File: config.mk
export PLATFORM = sky130hd
export DESIGN_NAME = fifo_drain
export DESIGN_NICKNAME = d
export VERILOG_FILES = /design/src/rtl/fifo_drain_pkg.sv /design/src/rtl/fifo_drain.sv
export SDC_FILE = /design/constraint.sdc
export NUM_CORES = 1
export LEC_CHECK = 0
export ABC_AREA = 1
export ABC_CLOCK_PERIOD_IN_PS = 2000
export CAP_MARGIN = 5
export CORE_AREA = 2 2 39 41
export CTS_CLUSTER_SIZE = 14
export DETAILED_ROUTE_END_ITERATION = 8
export DIE_AREA = 0 0 41 43
export DONT_BUFFER_PORTS = 1
export PLACE_DENSITY = 0.6
export SLEW_MARGIN = 20
export SYNTH_ARGS = -nofsm -noshare
export SYNTH_HDL_FRONTEND = slang
export SYNTH_SLANG_ARGS = --single-unit
File: constraint.sdc
create_clock -name CLK -period 2 [get_ports CLK]
set_input_delay 0.5 -clock CLK [delete_from_list [all_inputs] [get_ports CLK]]
set_output_delay 0.5 -clock CLK [all_outputs]
set_load 0.01 [all_outputs]
File: src/rtl/fifo_drain_pkg.sv
// Shared types and default constants for the FIFO read-side drain controller.
package fifo_drain_pkg;

    // Two-bit state encoding; SPARE is never entered and recovers to IDLE.
    typedef enum logic [1:0] {
        IDLE      = 2'b00,
        OFFER     = 2'b01,
        WAIT_DONE = 2'b10,
        SPARE     = 2'b11
    } drain_state_e;

    localparam int DEF_DATA_WIDTH     = 8;
    localparam int DEF_TIMEOUT_CYCLES = 255;

endpackage

File: src/rtl/fifo_drain.sv
// fifo_drain: pops one word at a time from the read side of a FIFO and offers
// it to a downstream serializer, holding it until the serializer has been
// busy with it and has finished.
//
// Optional feature macro: FIFO_DRAIN_TIMEOUT_EN
//   defined   -> TIMEOUT port exists; a word offered for TIMEOUT_CYCLES cycles
//                without BUSY rising is dropped with a one-cycle TIMEOUT pulse.
//   undefined -> no TIMEOUT port, no counter; OFFER waits for BUSY forever.
//
// state     | meaning
// ----------+------------------------------------------------------------
// IDLE      | no word held; pop as soon as the FIFO is not empty
// OFFER     | word held in P_DATA, DATA_VALID high, waiting for BUSY
// WAIT_DONE | serializer took the word; waiting for BUSY to fall
// SPARE     | unused encoding, returns to IDLE
module fifo_drain
    import fifo_drain_pkg::*;
#(
    parameter int DATA_WIDTH     = DEF_DATA_WIDTH,
    parameter int TIMEOUT_CYCLES = DEF_TIMEOUT_CYCLES
) (
    input  logic                  CLK,
    input  logic                  RST,
    input  logic                  EMPTY,
    input  logic [DATA_WIDTH-1:0] RD_DATA,
    output logic                  R_INC,
    input  logic                  BUSY,
    output logic [DATA_WIDTH-1:0] P_DATA,
    output logic                  DATA_VALID
`ifdef FIFO_DRAIN_TIMEOUT_EN
    ,
    output logic                  TIMEOUT
`endif
);

    drain_state_e state;
    drain_state_e state_next;
    logic         pop;
    logic         timeout_hit;

    // Reject nonsensical configurations at elaboration.
    if (DATA_WIDTH < 1) begin : g_bad_width
        $error("fifo_drain: DATA_WIDTH must be at least 1");
    end
    if (TIMEOUT_CYCLES < 1) begin : g_bad_timeout
        $error("fifo_drain: TIMEOUT_CYCLES must be at least 1");
    end

    // A pop while RST is low would be lost (P_DATA cannot load during reset),
    // so the pop request is also held off by reset.
    assign pop   = RST && (state == IDLE) && !EMPTY;
    assign R_INC = pop;

`ifdef FIFO_DRAIN_TIMEOUT_EN
    localparam int CNT_W = $clog2(TIMEOUT_CYCLES + 1);

    logic [CNT_W-1:0] offer_cnt;

    // Count cycles spent in OFFER; the count is zero on the first OFFER cycle.
    always_ff @(posedge CLK or negedge RST) begin
        if (!RST) begin
            offer_cnt <= '0;
        end else if (state != OFFER) begin
            offer_cnt <= '0;
        end else begin
            offer_cnt <= offer_cnt + CNT_W'(1);
        end
    end

    // Terminal count reached in the last allowed OFFER cycle with no taker.
    assign timeout_hit = (state == OFFER) && !BUSY &&
                         (offer_cnt == CNT_W'(TIMEOUT_CYCLES - 1));
    assign TIMEOUT     = timeout_hit;
`else
    assign timeout_hit = 1'b0;
`endif

    // Next-state decode; BUSY takes priority over a coincident timeout.
    always_comb begin
        state_next = state;
        case (state)
            IDLE: begin
                if (pop) begin
                    state_next = OFFER;
                end
            end
            OFFER: begin
                if (BUSY) begin
                    state_next = WAIT_DONE;
                end else if (timeout_hit) begin
                    state_next = IDLE;
                end
            end
            WAIT_DONE: begin
                if (!BUSY) begin
                    state_next = IDLE;
                end
            end
            default: begin
                state_next = IDLE;
            end
        endcase
    end

    // State register.
    always_ff @(posedge CLK or negedge RST) begin
        if (!RST) begin
            state <= IDLE;
        end else begin
            state <= state_next;
        end
    end

    // Capture the FIFO word on the pop edge; hold it at all other times.
    always_ff @(posedge CLK or negedge RST) begin
        if (!RST) begin
            P_DATA <= '0;
        end else if (pop) begin
            P_DATA <= RD_DATA;
        end
    end

    // DATA_VALID is a flop that mirrors "next state is OFFER", so it is high
    // exactly while the state register holds OFFER, without decode glitches.
    always_ff @(posedge CLK or negedge RST) begin
        if (!RST) begin
            DATA_VALID <= 1'b0;
        end else begin
            DATA_VALID <= (state_next == OFFER);
        end
    end

endmodule

==> impl_results.md <==
- Final instance area: just over 500 um2
- #FFs+latches synth: 11
- Slack of the worst reg-to-reg path: about 910 ps
- Cell family with the largest share of critical-path delay: flip-flops
- Net total in the final layout: 64
- Final weighted congestion in routability-driven placement: 0.6389
- Clock-pin transition on the worst setup and hold timing paths: about 70 ps
- All-layer global routing usage: 0.1250
- Largest net degree at the start of global routing: 12
- Hold Path Sink: P_DATA[4]$_DFFE_PN0P_
- Area Growth Syn to Fin: 9.809%
- Cts bufs inserted: 3
- Fraction of synthesis flops using an asynchronous set or reset pin: 1.000
- Cells after Synth: 47
- Fraction of the yosys area taken by sequential cells: 0.5995
- Slew @ Worst Pin: 501.0 ps
- Max-slew violation count: 0
- Yosys top cell area share: 0.5995
- Max-cap violation count: 0
- Post-Place Cells: a little over 60
- First-pass DRT Iterations: 4
- Number of antenna violations at the first check in global routing: 0
- Top Ports: 22
- Global-route wire length before repair: ~1.5 mm
- Horizontal extent of the die: 41 um
- Number of buffers on the longest clock path: 2
- Average instance area after synthesis: slightly below 10 um2
- Period utilization: 0.8691
- Post-CTS Resized: 0
- Crit path cell chain: nor2_4 > nand2_2 > inv_1
- Largest driver fanout on the critical path: 11
- Drt via density: between 4 and 5
- Worst Clk Skew: roughly 5.5 ps
- Standard cell core area: about 1400 um2
- Critical path launch point type: flip-flop
- Worst vdd ir: roughly 400 uV
- N_diodes: 0
- Outcome: finished, final reports clean
- Total Wirelength: roughly 930 um
- Clock root buffer master: clkbuf_4
- Final standard cell count with taps included and fillers excluded: 67
- Remaining max-slew budget at the tightest pin: 0.6649
- Distinct cell type count after synthesis: 10
- Number of sinks handled by clock tree synthesis: 11
- Reg-to-Reg Start: state[0]$_DFF_PN0_
- Average routed wire per standard cell: around 14 um
- Worst path max stage delay: 430 ps
- Start point of the critical path: state[0]$_DFF_PN0_
- RSZ-0062 raised after global routing: no
- Most frequently used cell type in the post-synthesis netlist: nand2_1
- Post-place instance area: about 470 um2
- Total negative slack for setup checks: 0 ps
- Yosys warns: 0
- Post-layout util: 0.3644
- Cells on worst reg2reg path: 4
- Via count: roughly 320
- Post-synth top area cell: dfrtp_1
- Clock tree from TritonCTS: built
- Highest achievable clock rate: approximately 580 MHz
- Number of enable-type register cells in the synthesized netlist: 0
- Initial standard-cell utilization of the core: 0.3318
- Area enclosed by the die boundary: roughly 1800 um2
- Post-Synthesis Net Count: 59
- Number of global-route vias before repair: between 300 and 400
- Endpoint required time on the critical path: roughly 1500 ps
- Hold Startpoint: RD_DATA[4]
- Hold slack: 368.9 ps
- Number of rows in the core area: 14
- Arrival time of data at the critical path endpoint: between 1000 and 1500 ps
- Hold WC Path Type: input port to flip-flop
- Violation count after the first detailed-route iteration: 5
- Synth area leaders: dfrtp_1, nand2_1, nand3_1
- Endpoint of the lowest-slack register-to-register path: P_DATA[0]$_DFFE_PN0P_
- Power per cell area: around 1200 nW/um2
- Layout cells sized above 1: 0.1176
- Buffer and inverter count on the worst path: 1
- Count of H-tree levels built during CTS: 1
- DRC: 0
- Final critical-path required period: about 1700 ps
- Kind of critical path: flip-flop to output port
- Post-synthesis cell area: approximately 460 um2
- Hold_buf cts: 1
- Most used DFF post-synth: dfrtp_1
- Clock Latency Late Sink: around 260 ps
- Endpoints failing hold: 0
- Synth cell count leaders: nand2_1, dfrtp_1, nand3_1
- Total global routing overflow: 0
- Cell count of the worst hold path: 2
- Post-detailed-route count of antenna-violating nets: 0
- Number of buffers added on ports: 0
- Kind of end point of the critical path: output port
- Cell leakage power: about 0.00027 uW
- Number of buffers inserted to repair setup after CTS: 0
- Die Height: between 40 and 50 um
- Cell with the biggest individual delay on the critical path: dfrtp_1
- Number of failing setup endpoints in the final timing report: 0
[kinds of logic (layout without fill, tap and decap cells)]
group / after synthesis / in the layout / share of synthesized area
DFF: 11 / 11 / 0.5994
AOI/OAI and AO/OA: 4 / 4 / 0.04358
and+or+nand+nor: 28 / 28 / 0.3079
buffers and inverters: 4 / 8 / 0.04904
[worst max-delay path by stage]
stage / endpoint / slack, ps / depth (start not counted)
floorplan: R_INC / 530 / 5
global placement: R_INC / 510 / 4
detailed placement: R_INC / 500 / 4
CTS: R_INC / 250 / 3
global route: R_INC / 160 / 3
finish: R_INC / 260 / 3
[power breakdown]
part	internal, uW	switching [uW]	total (uW)
clock network	77.1	73.2	150
registers	279	66.9	346
logic	31.0	54.7	85.7
total	387	195	582
[metrics by stage]
stage          power, uW  setup slack (ps)
2_1_floorplan      411.4             525.5
3_3_place_gp       430.6             514.8
3_5_place_dp       434.5             499.1
4_1_cts            589.7             249.5
5_1_grt            624.8             161.7
6_report           581.6             261.9
[flip-flops by register name, indices dropped and copies added, names as in the netlist]
| register | count |
|---|---|
| P_DATA | 8 |
| DATA_VALID | 1 |
| state | 2 |
[layer usage]
layer | up-vias | part of all wire | global-route usage
met2 | 10 | 0.53 | 0.1969
met3 | 2 | 0.070 | 0.02618
met1 | 152 | 0.38 | 0.1438
met4 | 0 | 0.013 | 0.08000
met5 | - | 0 | 0
li1 | 159 | - | -
[area by class of cell]
type | count | area, um2
fill | 144 | 879.6
sequential | 11 | 275.3
multi-input combinational | 32 | 161.4
clock buffer | 4 | 26.28
tap | 16 | 20.02
inverter | 3 | 11.26
timing repair buffer | 1 | 10.01
[placed cells by master, fill, tap and decap left out]
master         instances
clkbuf_1               1
inv_1                  3
nor2_8                 1
nand2_1               17
dlygate4sd3_1          1
dfrtp_1               11
nor2_4                 1
nand2_2                1
nand3_1                8
clkbuf_4               3
a21oi_1                1
o21ai_0                3
Power figures use the tool's default switching activity.
